**src/rtl/debug_register_access_if.sv**
```systemverilog
// Purpose: groups the debug port's host byte streams and core register-file signals.
// Latency: none. This is wiring only.
// Backpressure: cmd and rsp use valid/ready handshakes. The stall_request/stall_ack pair gates register-file ownership.
// Ports (slave view = this block):
//   cmd_valid/cmd_ready/cmd_data : host command byte stream into the block
//   rsp_valid/rsp_ready/rsp_data : response byte stream back to the host
//   stall_request/stall_ack      : core freeze handshake
//   rf_*                         : register-file write port and combinational read port
interface debug_register_access_if;
    logic        cmd_valid;
    logic        cmd_ready;
    logic [7:0]  cmd_data;
    logic        rsp_valid;
    logic        rsp_ready;
    logic [7:0]  rsp_data;
    logic        stall_request;
    logic        stall_ack;
    logic        rf_write_enable;
    logic [4:0]  rf_write_address;
    logic [31:0] rf_write_data;
    logic [4:0]  rf_read_address;
    logic [31:0] rf_read_data;

    // The debug block itself.
    modport slave (
        input  cmd_valid, cmd_data, rsp_ready, stall_ack, rf_read_data,
        output cmd_ready, rsp_valid, rsp_data, stall_request,
               rf_write_enable, rf_write_address, rf_write_data, rf_read_address
    );

    // The host/core side that drives the block.
    modport master (
        output cmd_valid, cmd_data, rsp_ready, stall_ack, rf_read_data,
        input  cmd_ready, rsp_valid, rsp_data, stall_request,
               rf_write_enable, rf_write_address, rf_write_data, rf_read_address
    );
endinterface

```
**src/rtl/debug_register_access.sv**
```systemverilog
// Purpose: byte-serial debug port. It stalls the core and then performs one register-file read or write per command.
// Latency: for a read with stall_ack already high, the opcode is accepted in cycle 0 and rsp_valid rises in cycle 3.
// Backpressure: cmd_ready is low outside IDLE/GET_DATA. Each response byte is held until rsp_ready takes it.
// Ports:
//   clock   : single clock, posedge
//   reset_n : synchronous active-low reset
//   bus     : debug_register_access_if.slave (cmd/rsp streams, stall handshake, register-file ports)
module debug_register_access #(
    parameter logic [7:0]  ACK_BYTE       = 8'hA5,
    parameter logic [7:0]  ERR_BYTE       = 8'hEE,
    parameter int unsigned TIMEOUT_CYCLES = 255
) (
    input  logic                     clock,
    input  logic                     reset_n,
    debug_register_access_if.slave   bus
);

    localparam int unsigned TW = $clog2(TIMEOUT_CYCLES + 1);

    typedef enum logic [2:0] {
        IDLE     = 3'd0,
        GET_DATA = 3'd1,
        STALL    = 3'd2,
        ACCESS   = 3'd3,
        SEND     = 3'd4
    } state_t;

    state_t        state_q, state_d;
    logic [4:0]    addr_q, addr_d;
    logic          is_write_q, is_write_d;
    logic [31:0]   wdata_q, wdata_d;
    logic [1:0]    byte_cnt_q, byte_cnt_d;
    logic [TW-1:0] tmo_cnt_q, tmo_cnt_d;
    logic [31:0]   rsp_sh_q, rsp_sh_d;
    // Number of response bytes still to go after the one currently on rsp_data.
    logic [1:0]    rsp_left_q, rsp_left_d;

    logic          cmd_ready_w;
    logic          rsp_valid_w;
    logic          cmd_acc;
    logic          rsp_acc;
    logic [TW-1:0] tmo_inc;

    // cmd_ready is also gated by reset, so every output reads 0 while reset_n is low.
    assign cmd_ready_w = reset_n && ((state_q == IDLE) || (state_q == GET_DATA));
    assign rsp_valid_w = (state_q == SEND);
    assign cmd_acc     = bus.cmd_valid && cmd_ready_w;
    assign rsp_acc     = rsp_valid_w && bus.rsp_ready;
    assign tmo_inc     = tmo_cnt_q + TW'(1);

    // State register.
    always_ff @(posedge clock) begin
        if (!reset_n) begin
            state_q    <= IDLE;
            addr_q     <= '0;
            is_write_q <= 1'b0;
            wdata_q    <= '0;
            byte_cnt_q <= '0;
            tmo_cnt_q  <= '0;
            rsp_sh_q   <= '0;
            rsp_left_q <= '0;
        end else begin
            state_q    <= state_d;
            addr_q     <= addr_d;
            is_write_q <= is_write_d;
            wdata_q    <= wdata_d;
            byte_cnt_q <= byte_cnt_d;
            tmo_cnt_q  <= tmo_cnt_d;
            rsp_sh_q   <= rsp_sh_d;
            rsp_left_q <= rsp_left_d;
        end
    end

    // Next-state logic.
    always_comb begin
        state_d    = state_q;
        addr_d     = addr_q;
        is_write_d = is_write_q;
        wdata_d    = wdata_q;
        byte_cnt_d = byte_cnt_q;
        tmo_cnt_d  = tmo_cnt_q;
        rsp_sh_d   = rsp_sh_q;
        rsp_left_d = rsp_left_q;

        unique case (state_q)
            IDLE: begin
                if (cmd_acc) begin
                    addr_d     = bus.cmd_data[4:0];
                    is_write_d = bus.cmd_data[7];
                    tmo_cnt_d  = '0;
                    if (bus.cmd_data[6:5] != 2'b00) begin
                        // Malformed opcode: reply with the error byte and never touch the core.
                        rsp_sh_d   = {24'd0, ERR_BYTE};
                        rsp_left_d = 2'd0;
                        state_d    = SEND;
                    end else if (bus.cmd_data[7]) begin
                        byte_cnt_d = 2'd0;
                        state_d    = GET_DATA;
                    end else begin
                        state_d    = STALL;
                    end
                end
            end

            GET_DATA: begin
                if (cmd_acc) begin
                    // Bytes arrive LSB first. Shift each new byte in from the top.
                    // After four bytes, the first byte sits in [7:0].
                    wdata_d    = {bus.cmd_data, wdata_q[31:8]};
                    byte_cnt_d = byte_cnt_q + 2'd1;
                    if (byte_cnt_q == 2'd3) begin
                        state_d = STALL;
                    end
                end
            end

            STALL: begin
                if (bus.stall_ack) begin
                    tmo_cnt_d = '0;
                    state_d   = ACCESS;
                end else if (tmo_inc == TW'(TIMEOUT_CYCLES)) begin
                    // stall_request has been high for TIMEOUT_CYCLES cycles without an ack.
                    tmo_cnt_d  = '0;
                    rsp_sh_d   = {24'd0, ERR_BYTE};
                    rsp_left_d = 2'd0;
                    state_d    = SEND;
                end else begin
                    tmo_cnt_d = tmo_inc;
                end
            end

            ACCESS: begin
                // Single-cycle access. stall_ack is not looked at here, so a late drop cannot abort it.
                if (is_write_q) begin
                    rsp_sh_d   = {24'd0, ACK_BYTE};
                    rsp_left_d = 2'd0;
                end else begin
                    rsp_sh_d   = bus.rf_read_data;
                    rsp_left_d = 2'd3;
                end
                state_d = SEND;
            end

            SEND: begin
                if (rsp_acc) begin
                    if (rsp_left_q == 2'd0) begin
                        state_d = IDLE;
                    end else begin
                        rsp_sh_d   = {8'd0, rsp_sh_q[31:8]};
                        rsp_left_d = rsp_left_q - 2'd1;
                    end
                end
            end

            default: begin
                state_d = IDLE;
            end
        endcase
    end

    // Outputs.
    assign bus.cmd_ready        = cmd_ready_w;
    assign bus.rsp_valid        = rsp_valid_w;
    assign bus.rsp_data         = rsp_valid_w ? rsp_sh_q[7:0] : 8'd0;
    assign bus.stall_request    = (state_q == STALL) || (state_q == ACCESS);
    assign bus.rf_write_enable  = (state_q == ACCESS) && is_write_q && (addr_q != 5'd0);
    assign bus.rf_write_address = addr_q;
    assign bus.rf_write_data    = wdata_q;
    assign bus.rf_read_address  = addr_q;

endmodule

```
**src/flat_wrapper.sv**
```systemverilog
// flat-port wrapper written by rule: the top's interface ports become plain ports
module debug_register_access_flat 
#(
    parameter logic [7:0]  ACK_BYTE       = 8'hA5,
    parameter logic [7:0]  ERR_BYTE       = 8'hEE,
    parameter int unsigned TIMEOUT_CYCLES = 255
)
  (clock, reset_n, bus_cmd_valid, bus_cmd_data, bus_rsp_ready, bus_stall_ack, bus_rf_read_data, bus_cmd_ready, bus_rsp_valid, bus_rsp_data, bus_stall_request, bus_rf_write_enable, bus_rf_write_address, bus_rf_write_data, bus_rf_read_address);
  debug_register_access_if bus_i ();
  input  logic clock;
  input  logic reset_n;
  input wire logic [$bits(bus_i.cmd_valid)-1:0] bus_cmd_valid;
  input wire logic [$bits(bus_i.cmd_data)-1:0] bus_cmd_data;
  input wire logic [$bits(bus_i.rsp_ready)-1:0] bus_rsp_ready;
  input wire logic [$bits(bus_i.stall_ack)-1:0] bus_stall_ack;
  input wire logic [$bits(bus_i.rf_read_data)-1:0] bus_rf_read_data;
  output wire logic [$bits(bus_i.cmd_ready)-1:0] bus_cmd_ready;
  output wire logic [$bits(bus_i.rsp_valid)-1:0] bus_rsp_valid;
  output wire logic [$bits(bus_i.rsp_data)-1:0] bus_rsp_data;
  output wire logic [$bits(bus_i.stall_request)-1:0] bus_stall_request;
  output wire logic [$bits(bus_i.rf_write_enable)-1:0] bus_rf_write_enable;
  output wire logic [$bits(bus_i.rf_write_address)-1:0] bus_rf_write_address;
  output wire logic [$bits(bus_i.rf_write_data)-1:0] bus_rf_write_data;
  output wire logic [$bits(bus_i.rf_read_address)-1:0] bus_rf_read_address;
  assign bus_i.cmd_valid = bus_cmd_valid;
  assign bus_i.cmd_data = bus_cmd_data;
  assign bus_i.rsp_ready = bus_rsp_ready;
  assign bus_i.stall_ack = bus_stall_ack;
  assign bus_i.rf_read_data = bus_rf_read_data;
  assign bus_cmd_ready = bus_i.cmd_ready;
  assign bus_rsp_valid = bus_i.rsp_valid;
  assign bus_rsp_data = bus_i.rsp_data;
  assign bus_stall_request = bus_i.stall_request;
  assign bus_rf_write_enable = bus_i.rf_write_enable;
  assign bus_rf_write_address = bus_i.rf_write_address;
  assign bus_rf_write_data = bus_i.rf_write_data;
  assign bus_rf_read_address = bus_i.rf_read_address;
  debug_register_access #(.ACK_BYTE(ACK_BYTE), .ERR_BYTE(ERR_BYTE), .TIMEOUT_CYCLES(TIMEOUT_CYCLES)) u_core (.clock(clock), .reset_n(reset_n), .bus(bus_i));
endmodule
```
**config.mk**
```make
export PLATFORM = sky130hd
export DESIGN_NAME = debug_register_access_flat
export DESIGN_NICKNAME = d
export VERILOG_FILES = /design/src/rtl/debug_register_access_if.sv /design/src/rtl/debug_register_access.sv /design/src/flat_wrapper.sv
export SDC_FILE = /design/constraint.sdc
export NUM_CORES = 1
export LEC_CHECK = 0
export CAP_MARGIN = 20
export CORE_ASPECT_RATIO = 1.2
export CORE_MARGIN = 2
export CORE_UTILIZATION = 25
export DETAILED_ROUTE_END_ITERATION = 8
export PLACE_DENSITY = 0.54
export REMOVE_ABC_BUFFERS = 1
export SYNTH_ARGS = -nofsm -noshare
export SYNTH_HDL_FRONTEND = slang
export SYNTH_SLANG_ARGS = --single-unit
```
**constraint.sdc**
```tcl
create_clock -name clock -period 2 [get_ports clock]
set_input_delay 0.3 -clock clock [delete_from_list [all_inputs] [get_ports clock]]
set_output_delay 0.3 -clock clock [all_outputs]
set_load 0.1 [all_outputs]
```
Yosys cells after proc, flatten, opt, wreduce, memory -nomap -nowiden. Index checks and enable logic that the tools add are counted.

Latch bits: 0. Register bits: 85. Output and inout port bits: 54. Word-level logic and storage cells: 85. RAM bits: 0. Input bits: 45. Memories: 0. ROM bits: 0.

Add/sub/neg operators: 3. Reductions and logical operators: 20. Shifts and indexed selects: 0. Magnitude comparators: 0. Multiplexer cells: 36. Eq/ne operators: 18. $mul: 0. Bitwise operators: 0. Div/mod/pow operators: 0.

Operator list (count): 2-to-1 mux 32 bit (7); case mux 32 bit (4 select lines) (1); 2-to-1 mux 8 bit (4); 2-to-1 mux 2 bit (12); 2-to-1 mux 3 bit (8); inequality test 2 bit, second input constant (8); case mux 8 bit (2 select lines) (1); case mux 3 bit (5 select lines) (1); adder 8 x 1 -> 8 bit, second input constant (1); equality test 8 bit, second input constant (1); case mux 2 bit (4 select lines) (1); AND reduction 7 bit (1); equality test 3 x 2 -> 1 bit, second input constant (2); inequality test 2 x 1 -> 1 bit, second input constant (3); AND reduction 2 bit (3); AND reduction 6 bit (1); nonzero test 2 bit (3); logical AND 1 bit (5); AND reduction 5 bit (1); nonzero test 5 bit (1); case mux 2 bit (2 select lines) (1); nonzero test 4 bit (1); equality test 3 x 1 -> 1 bit, second input constant (1); equality test 3 bit, second input constant (1); 7 further kinds (8).

Depth between registers and ports, before layout. Gate-level depths: netlist (run 1).

Depth in word-level cells: 6. Mapped depth: 10. Depth with buffers taken out: 8.

Least setup slack after synthesis (run 1). No wires, ideal clock.

Path kind: flip-flop to output port. From: reg u_core.state_q[1]. To: out bus_rf_write_enable. Path slack: -1304 ps. Arrival: 3004 ps. Stages on the path, launching flop included: 4. Path buffers: 0. Data required time: 1700 ps. Cell sequence: dfxtp_1 nor2b_1 and2_0 o311a_1.

Word-level cells in the longest chain between the ends: 3.

RTL lines: from (decl) (line debug_register_access.sv:28) `state_t state_q, state_d;`; from (signal assigned) (line debug_register_access.sv:63) `state_q <= state_d;`; equality test 3 x 2 -> 1 bit (line debug_register_access.sv:166) `assign bus.rf_write_enable = (state_q == ACCESS) && is_write_q && (addr_q != 5'd0);`; logical AND 1 bit (2 in series) (line debug_register_access.sv:166); to (decl) (line flat_wrapper.sv:21) `output wire logic [$bits(bus_i.rf_write_enable)-1:0] bus_rf_write_enable;`.

Every way passes these cells.

Worst setup path in the final report (run 1).
From: reg u_core.tmo_cnt_q[1]. To: reg u_core.rsp_sh_q[29].

Word-level cells in the longest chain between the ends: 4.

RTL lines: from (decl) (line debug_register_access.sv:33) `logic [TW-1:0] tmo_cnt_q, tmo_cnt_d;`; from (signal assigned) (line debug_register_access.sv:68) `tmo_cnt_q <= tmo_cnt_d;`; adder 8 x 1 -> 8 bit (line debug_register_access.sv:49) `assign tmo_inc = tmo_cnt_q + TW'(1);`; equality test 8 bit (line debug_register_access.sv:121) `end else if (tmo_inc == TW'(TIMEOUT_CYCLES)) begin`; inequality test 2 x 1 -> 1 bit (no line); AND reduction 7 bit (no line); to (signal assigned) (line debug_register_access.sv:69) `rsp_sh_q <= rsp_sh_d;`; to (decl) (line debug_register_access.sv:34) `logic [31:0] rsp_sh_q, rsp_sh_d;`.

Every way passes these cells. A chain may end at the register's enable or synchronous reset.

==> results.cfg, run 1 <==
[outcome]
run_status = finished with violations
violations = setup timing

[grt]
grt_max_degree = 45
grt_pass1_wl_um = 17700
gr-total-overflow = 0
grt_antenna_before_repair = 0
first_global_vias = 3618
global_route.usage.total = 0.131

[routing]
vias = 3913
route.detailed.drc = 0
drt_pre_antenna_iters = 5
drt_iter0_drc = 172
ant_nets = 0
drt_wl_total_um = 11600
detail_route.wl_per_cell_um = 14.3
vias_per_cell = 4.80

[sta]
hold_ws_ns = 0.454
fin_skew_ns = 0.00882
period_share = 1.02
drv_slew = 0
layout_min_cycle_time_ns = 2.04
rsz0062_at_grt = true
setup_slack_ns = -0.0356
worstMarginPinSlew_ns = 0.597
relSlewSlack = 0.602
fmax_mhz = 491
hold_violations = 0
setup_viol = 18

[setup_path]
critPathMaxFanout = 6
cpMaxStageDelayCell = o32a_1
start_kind = register
cp_slowest_stage_delay_ns = 0.39
cp.arrival_ns = 2.25
endpoint_kind = register
crit_required_ns = 2.21
path_cells = ha_4, nand3_4, o32a_1, a22oi_4, a21oi_4, buf_6, clkbuf_16, o21ai_2, a21oi_1
crit_type = register to register

[pwr]
power_frac_clock = 0.417
power_density_nw_per_um2 = 785
switching_share = 0.284
seqPwrFrac = 0.373
p_leak_nw = 2.30
peakVddDrop_v = 0.000405
switching_power_w = 0.00135
finalPower_w = 0.00477
pwr-share-comb = 0.209
p_int_w = 0.00341

[place]
post-dp-hpwl_um = 8050
gp_congestion = 0.828
numPortBuffers = 98
post-place-ws_ns = -0.160

[layout]
drive_gt1_frac = 0.297
nFillCells = 1602
nets = 651
regArea_um2 = 1710
mostFrequentLayoutCells = 102 x nand2_1, 83 x buf_4, 81 x dfxtp_1, 60 x a21oi_1, 44 x clkdlybuf4s50_1
syn_to_final_growth_pct = 54.5
layout_commonest_cell = nand2_1
n_antenna_cell = 0
multi_input_area_um2 = 2180

[synth]
netlist_area_um2 = 3930
ys_ff_latch = 85
synth-async-reset-ratio = 0
ys_seq_area_frac = 0.433
yosysWarnings = 0
avgSynthCellArea_um2 = 8.22
syn_inst = 478
synth_ff_type = dfxtp_1
synth-edff-count = 0
yosysUniqueCellTypes = 57

[die]
start_util = 0.253
die-area_um2 = 16700
die-width_um = 118
die_h_um = 141
io_pins = 99
rows = 50
coreArea_um2 = 15500

[clock_network]
clk_pin_slew_ns = 0.06
cts_tree = done
cts_hold_repair.buffers = 0
clock_path_buffers = 2
h-tree-depth = 3
cts_buffers = 9
clk_latency_ns = 0.34
cts.sinks = 85
clockRootBuffer = clkbuf_16

[run]
drv_cap = 0

[min_path]
worst_hold_path_type = register to register
==> stage by stage <==
stage                     instances  TNS [ns]  area, µm²  utilization
after floorplan                 438    -80.75       3720            -
after global placement          789    -0.601       5370        0.346
after detailed placement        789     -3.27       5370        0.346
after CTS                       805         0       5780        0.372
after global routing            815     -3.15       6070        0.392
final                           815    -0.259       6070        0.392
==> flip-flops by register name (all words and copies together) (netlist names) <==
signal,count
u_core.bus.rf_read_address,5
u_core.rsp_left_q,2
u_core.bus.rf_write_data,32
u_core.byte_cnt_q,2
u_core.tmo_cnt_q,8
u_core.is_write_q,1
u_core.rsp_sh_q,32
u_core.state_q,3
==> power by group through the flow <==
stage / combinational [W] / clock [W] / sequential [W]
4_1_cts: 0.000919 / 0.00204 / 0.00177
6_report: 0.000998 / 0.00199 / 0.00178
2_1_floorplan: 0.000376 / 0 / 0.00192
3_5_place_dp: 0.000909 / 0 / 0.00181
3_3_place_gp: 0.000901 / 0 / 0.00181
5_1_grt: 0.00105 / 0.00211 / 0.00178
==> path summary, 6_finish.rpt <==
check                                                start  cells after the start  slack (ns)                                  endpoint
hold reg to reg   u_core.bus.rf_write_data[7]$_SDFFE_PN0P_                      2        0.45  u_core.bus.rf_write_data[7]$_SDFFE_PN0P_
setup / recovery          u_core.tmo_cnt_q[1]$_SDFFE_PN0P_                      9       -0.04          u_core.rsp_sh_q[29]$_SDFFE_PN0P_
hold / removal    u_core.bus.rf_write_data[7]$_SDFFE_PN0P_                      2        0.45  u_core.bus.rf_write_data[7]$_SDFFE_PN0P_
setup reg to reg          u_core.tmo_cnt_q[1]$_SDFFE_PN0P_                      9       -0.04          u_core.rsp_sh_q[29]$_SDFFE_PN0P_
==> cells in the mapped netlist (all sizes together), types with 3 or more instances <==
| master | instances | share of area |
|---|---|---|
| o21a | 3 | 0.0057 |
| and3 | 8 | 0.013 |
| o211a | 4 | 0.010 |
| and2 | 3 | 0.0048 |
| mux2i | 8 | 0.020 |
| nor2b | 4 | 0.0064 |
| nand2 | 103 | 0.098 |
| buf | 17 | 0.032 |
| a21oi | 67 | 0.088 |
| nand3 | 24 | 0.032 |
| ha | 4 | 0.013 |
| o221a | 4 | 0.014 |
| a221o | 3 | 0.0076 |
| dfxtp | 85 | 0.43 |
| a22o | 17 | 0.038 |
| nor2 | 18 | 0.021 |
| clkbuf | 23 | 0.023 |
| inv | 8 | 0.0076 |
| o21ai | 40 | 0.052 |
| nor3 | 5 | 0.0076 |
| o211ai | 5 | 0.013 |
==> critical path: cells and delay by family, from the launching register on <==
| kind | cells | cell delay [ns] |
|---|---|---|
| compound gates | 5 | 0.98 |
| fa+ha+maj | 1 | 0.16 |
| buf+inv | 2 | 0.31 |
| flops | 1 | 0.35 |
| simple gates | 1 | 0.09 |
==> logic make-up after synthesis <==
family | count (synthesis) | share of synthesized area
fa+ha+maj | 4 | 0.0127
buf+inv | 49 | 0.0630
compound gates | 156 | 0.263
xor+xnor | 1 | 0.00223
mux | 8 | 0.0204
simple gates | 175 | 0.206
flops | 85 | 0.433
==> per-layer routing <==
| layer | wire length (µm) | global-route usage | vias to the layer above |
|---|---|---|---|
| li1 | - | - | 1940 |
| met1 | 5220 | 0.160 | 1876 |
| met2 | 5720 | 0.218 | 85 |
| met3 | 529 | 0.0358 | 12 |
| met4 | 176 | 0.0526 | 0 |
| met5 | 0 | 0 | - |
==> what timing repair did <==
action,4_1_cts,5_1_grt
cloned,0,4
setup buffers,0,7
pin swaps,1,33
gates resized for setup,18,48
setup endpoints to repair,33,42
==> layout make-up <==
class / count / share of cell area
Multi-Input combinational cell: 345 / 0.359
Sequential cell: 85 / 0.281
Timing Repair Buffer: 152 / 0.253
Tap cell: 208 / 0.0428
Clock buffer: 11 / 0.0416
Clock inverter: 5 / 0.0175
Inverter: 9 / 0.00556
Power figures use the tool's default switching activity.
==> run 2: changes to the inputs <==
--- a/config.mk
+++ b/config.mk
@@ -12,6 +12,7 @@
 export DETAILED_ROUTE_END_ITERATION = 8
 export PLACE_DENSITY = 0.54
 export REMOVE_ABC_BUFFERS = 1
+export SKIP_LAST_GASP = 1
 export SYNTH_ARGS = -nofsm -noshare
 export SYNTH_HDL_FRONTEND = slang
 export SYNTH_SLANG_ARGS = --single-unit
==> run 2 against run 1 <==
Compared with the run above:
- the flow still finishes with violations (setup timing)
- wire length rose by 0.37%
- maximum frequency fell by 1.4%
- clock-buffer cell count did not move
- cell count did not move
- sequential cell count did not move
- largest power group unchanged
==> results.cfg, run 2 (same netlist as run 1, synthesis figures left out) <==
[sta]
fin_skew_ns = 0.00879
hold_violations = 0
setup_slack_ns = -0.0647
fmax_mhz = 484
hold_ws_ns = 0.454
rsz0062_at_grt = true
period_share = 1.03
relSlewSlack = 0.606
setup_viol = 20
drv_slew = 0
worstMarginPinSlew_ns = 0.592
layout_min_cycle_time_ns = 2.06

[routing]
drt_iter0_drc = 182
route.detailed.drc = 0
vias = 3916
routed-wl-met2_um = 5760
drt_wl_total_um = 11700
detail_route.wl_per_cell_um = 14.3
ant_nets = 0
wl_met1_um = 5170
met3WireLength_um = 568
drt_pre_antenna_iters = 4
vias_per_cell = 4.80
dr.max_layer_used = met4

[die]
coreArea_um2 = 15500
die-width_um = 118
io_pins = 99
die_h_um = 141
rows = 50
die-area_um2 = 16700
start_util = 0.253

[setup_path]
cp.arrival_ns = 2.28
worstReg2RegStart = u_core.tmo_cnt_q[1]$_SDFFE_PN0P_
cpMaxStageDelayCell = o32a_1
regToRegEndpoint = u_core.rsp_sh_q[8]$_SDFFE_PN0P_
critPathMaxFanout = 6
crit_required_ns = 2.21
endpoint_kind = register
cp_slowest_stage_delay_ns = 0.38
crit_type = register to register
worst_r2r_path_depth = 9
reg2reg_setup_slack_ns = -0.06
start_kind = register
path_cells = ha_4, nand3_4, o32a_1, a22oi_4, a21oi_4, buf_4, buf_6, o21ai_1, a21oi_1

[clock_network]
clock_path_buffers = 2
clockRootBuffer = clkbuf_16
clk_pin_slew_ns = 0.06
cts_tree = done
clk_latency_ns = 0.34
h-tree-depth = 3
cts_buffers = 9
cts_hold_repair.buffers = 0
cts.sinks = 85

[pwr]
p_leak_nw = 2.30
pwr-share-comb = 0.210
power_density_nw_per_um2 = 784
switching_power_w = 0.00135
p_int_w = 0.00341
switching_share = 0.284
power_frac_clock = 0.417
peakVddDrop_v = 0.000381
seqPwrFrac = 0.373

[place]
numPortBuffers = 98
dp_cells = 789
gp_congestion = 0.828
post-dp-hpwl_um = 8050

[run]
drv_cap = 0

[grt]
grt_antenna_before_repair = 0
gr-total-overflow = 0
grt_max_degree = 45
global_route.usage.total = 0.130
grt_pass1_wl_um = 17700
first_global_vias = 3611

[outcome]
run_status = finished with violations
violations = setup timing

[min_path]
min_to = u_core.bus.rf_write_data[7]$_SDFFE_PN0P_
hp-start = u_core.bus.rf_write_data[7]$_SDFFE_PN0P_
hold_path_depth = 2
worst_hold_path_type = register to register

[layout]
mostFrequentLayoutCells = 102 x nand2_1, 83 x buf_4, 81 x dfxtp_1, 60 x a21oi_1, 44 x clkdlybuf4s50_1
layout_commonest_cell = nand2_1
syn_to_final_growth_pct = 54.6
regArea_um2 = 1710
multi_input_area_um2 = 2180
drive_gt1_frac = 0.297
layoutNonFillerInstCount = 815
nets = 651
nFillCells = 1608
n_antenna_cell = 0
-- run 2: cell types whose count changed in the layout (fill, tap and decap cells not counted) --
cell    delta
buf_12     +1
buf_8      -1
-- run 2: cell type report --
cell class	instances	share of cell area
Clock buffer	11	0.0416
Inverter	9	0.00556
Multi-Input combinational cell	345	0.359
Timing Repair Buffer	152	0.253
Sequential cell	85	0.281
Clock inverter	5	0.0175
Tap cell	208	0.0428
-- run 2: metrics by stage --
stage                     utilization  setup WS, ns  total power (W)  cell area (µm²)  TNS [ns]
after detailed placement        0.346        -0.160          0.00272             5370     -3.27
after global routing            0.392        -0.162          0.00494             6080     -3.48
final                           0.392       -0.0647          0.00477             6080    -0.430
after floorplan                     -         -1.97          0.00230             3720    -80.75
after global placement          0.346       -0.0651          0.00271             5370    -0.601
after CTS                       0.372       -0.0261          0.00473             5780   -0.0421
-- run 2: layer usage --
| layer | GRT usage | vias up |
|---|---|---|
| met1 | 0.160 | 1870 |
| met3 | 0.0358 | 14 |
| met5 | 0 | - |
| met4 | 0.0526 | 0 |
| met2 | 0.217 | 91 |
| li1 | - | 1941 |
-- run 2: power groups by stage --
stage | logic, W | registers (W) | clock network (W)
after floorplan | 0.000376 | 0.00192 | 0
after global placement | 0.000901 | 0.00181 | 0
after detailed placement | 0.000909 | 0.00181 | 0
after CTS | 0.000919 | 0.00177 | 0.00204
after global routing | 0.00105 | 0.00178 | 0.00211
final | 0.000999 | 0.00178 | 0.00199
-- run 2: what timing repair did --
action / in CTS / in global routing
gates resized for setup: 15 / 49
pin swaps: 1 / 39
endpoints found under the setup margin: 33 / 45
cloned: 0 / 4
setup buffers: 0 / 6
-- run 2: how the worst max path moves through the flow --
stage,from,end,depth (start not counted)
final,u_core.tmo_cnt_q[1]$_SDFFE_PN0P_,u_core.rsp_sh_q[8]$_SDFFE_PN0P_,9
after global routing,u_core.tmo_cnt_q[1]$_SDFFE_PN0P_,u_core.rsp_sh_q[8]$_SDFFE_PN0P_,9
after CTS,u_core.tmo_cnt_q[1]$_SDFFE_PN0P_,u_core.rsp_sh_q[22]$_SDFFE_PN0P_,8
after detailed placement,u_core.tmo_cnt_q[1]$_SDFFE_PN0P_,u_core.rsp_sh_q[22]$_SDFFE_PN0P_,8
after global placement,reset_n,u_core.state_q[0]$_SDFFE_PN0P_,6
after floorplan,u_core.state_q[1]$_SDFFE_PN0P_,u_core.rsp_sh_q[10]$_SDFFE_PN0P_,6
-- run 2: worst max-delay path, delay by kind of cell, from the launching register on --
| family | cells | cell delay (ns) |
|---|---|---|
| flip-flops | 1 | 0.35 |
| adder cells (fa/ha/maj) | 1 | 0.16 |
| AO/OA/AOI/OAI | 5 | 1.04 |
| buffers and inverters | 2 | 0.28 |
| AND/OR/NAND/NOR | 1 | 0.09 |
==> run 3: changes to the inputs <==
--- a/config.mk
+++ b/config.mk
@@ -10,6 +10,7 @@
 export CORE_MARGIN = 2
 export CORE_UTILIZATION = 25
 export DETAILED_ROUTE_END_ITERATION = 8
+export GPL_ROUTABILITY_DRIVEN = 0
 export PLACE_DENSITY = 0.54
 export REMOVE_ABC_BUFFERS = 1
 export SKIP_LAST_GASP = 1
==> results of run 3 <==
Final layout, timing and power as in run 2 (identical DEF).
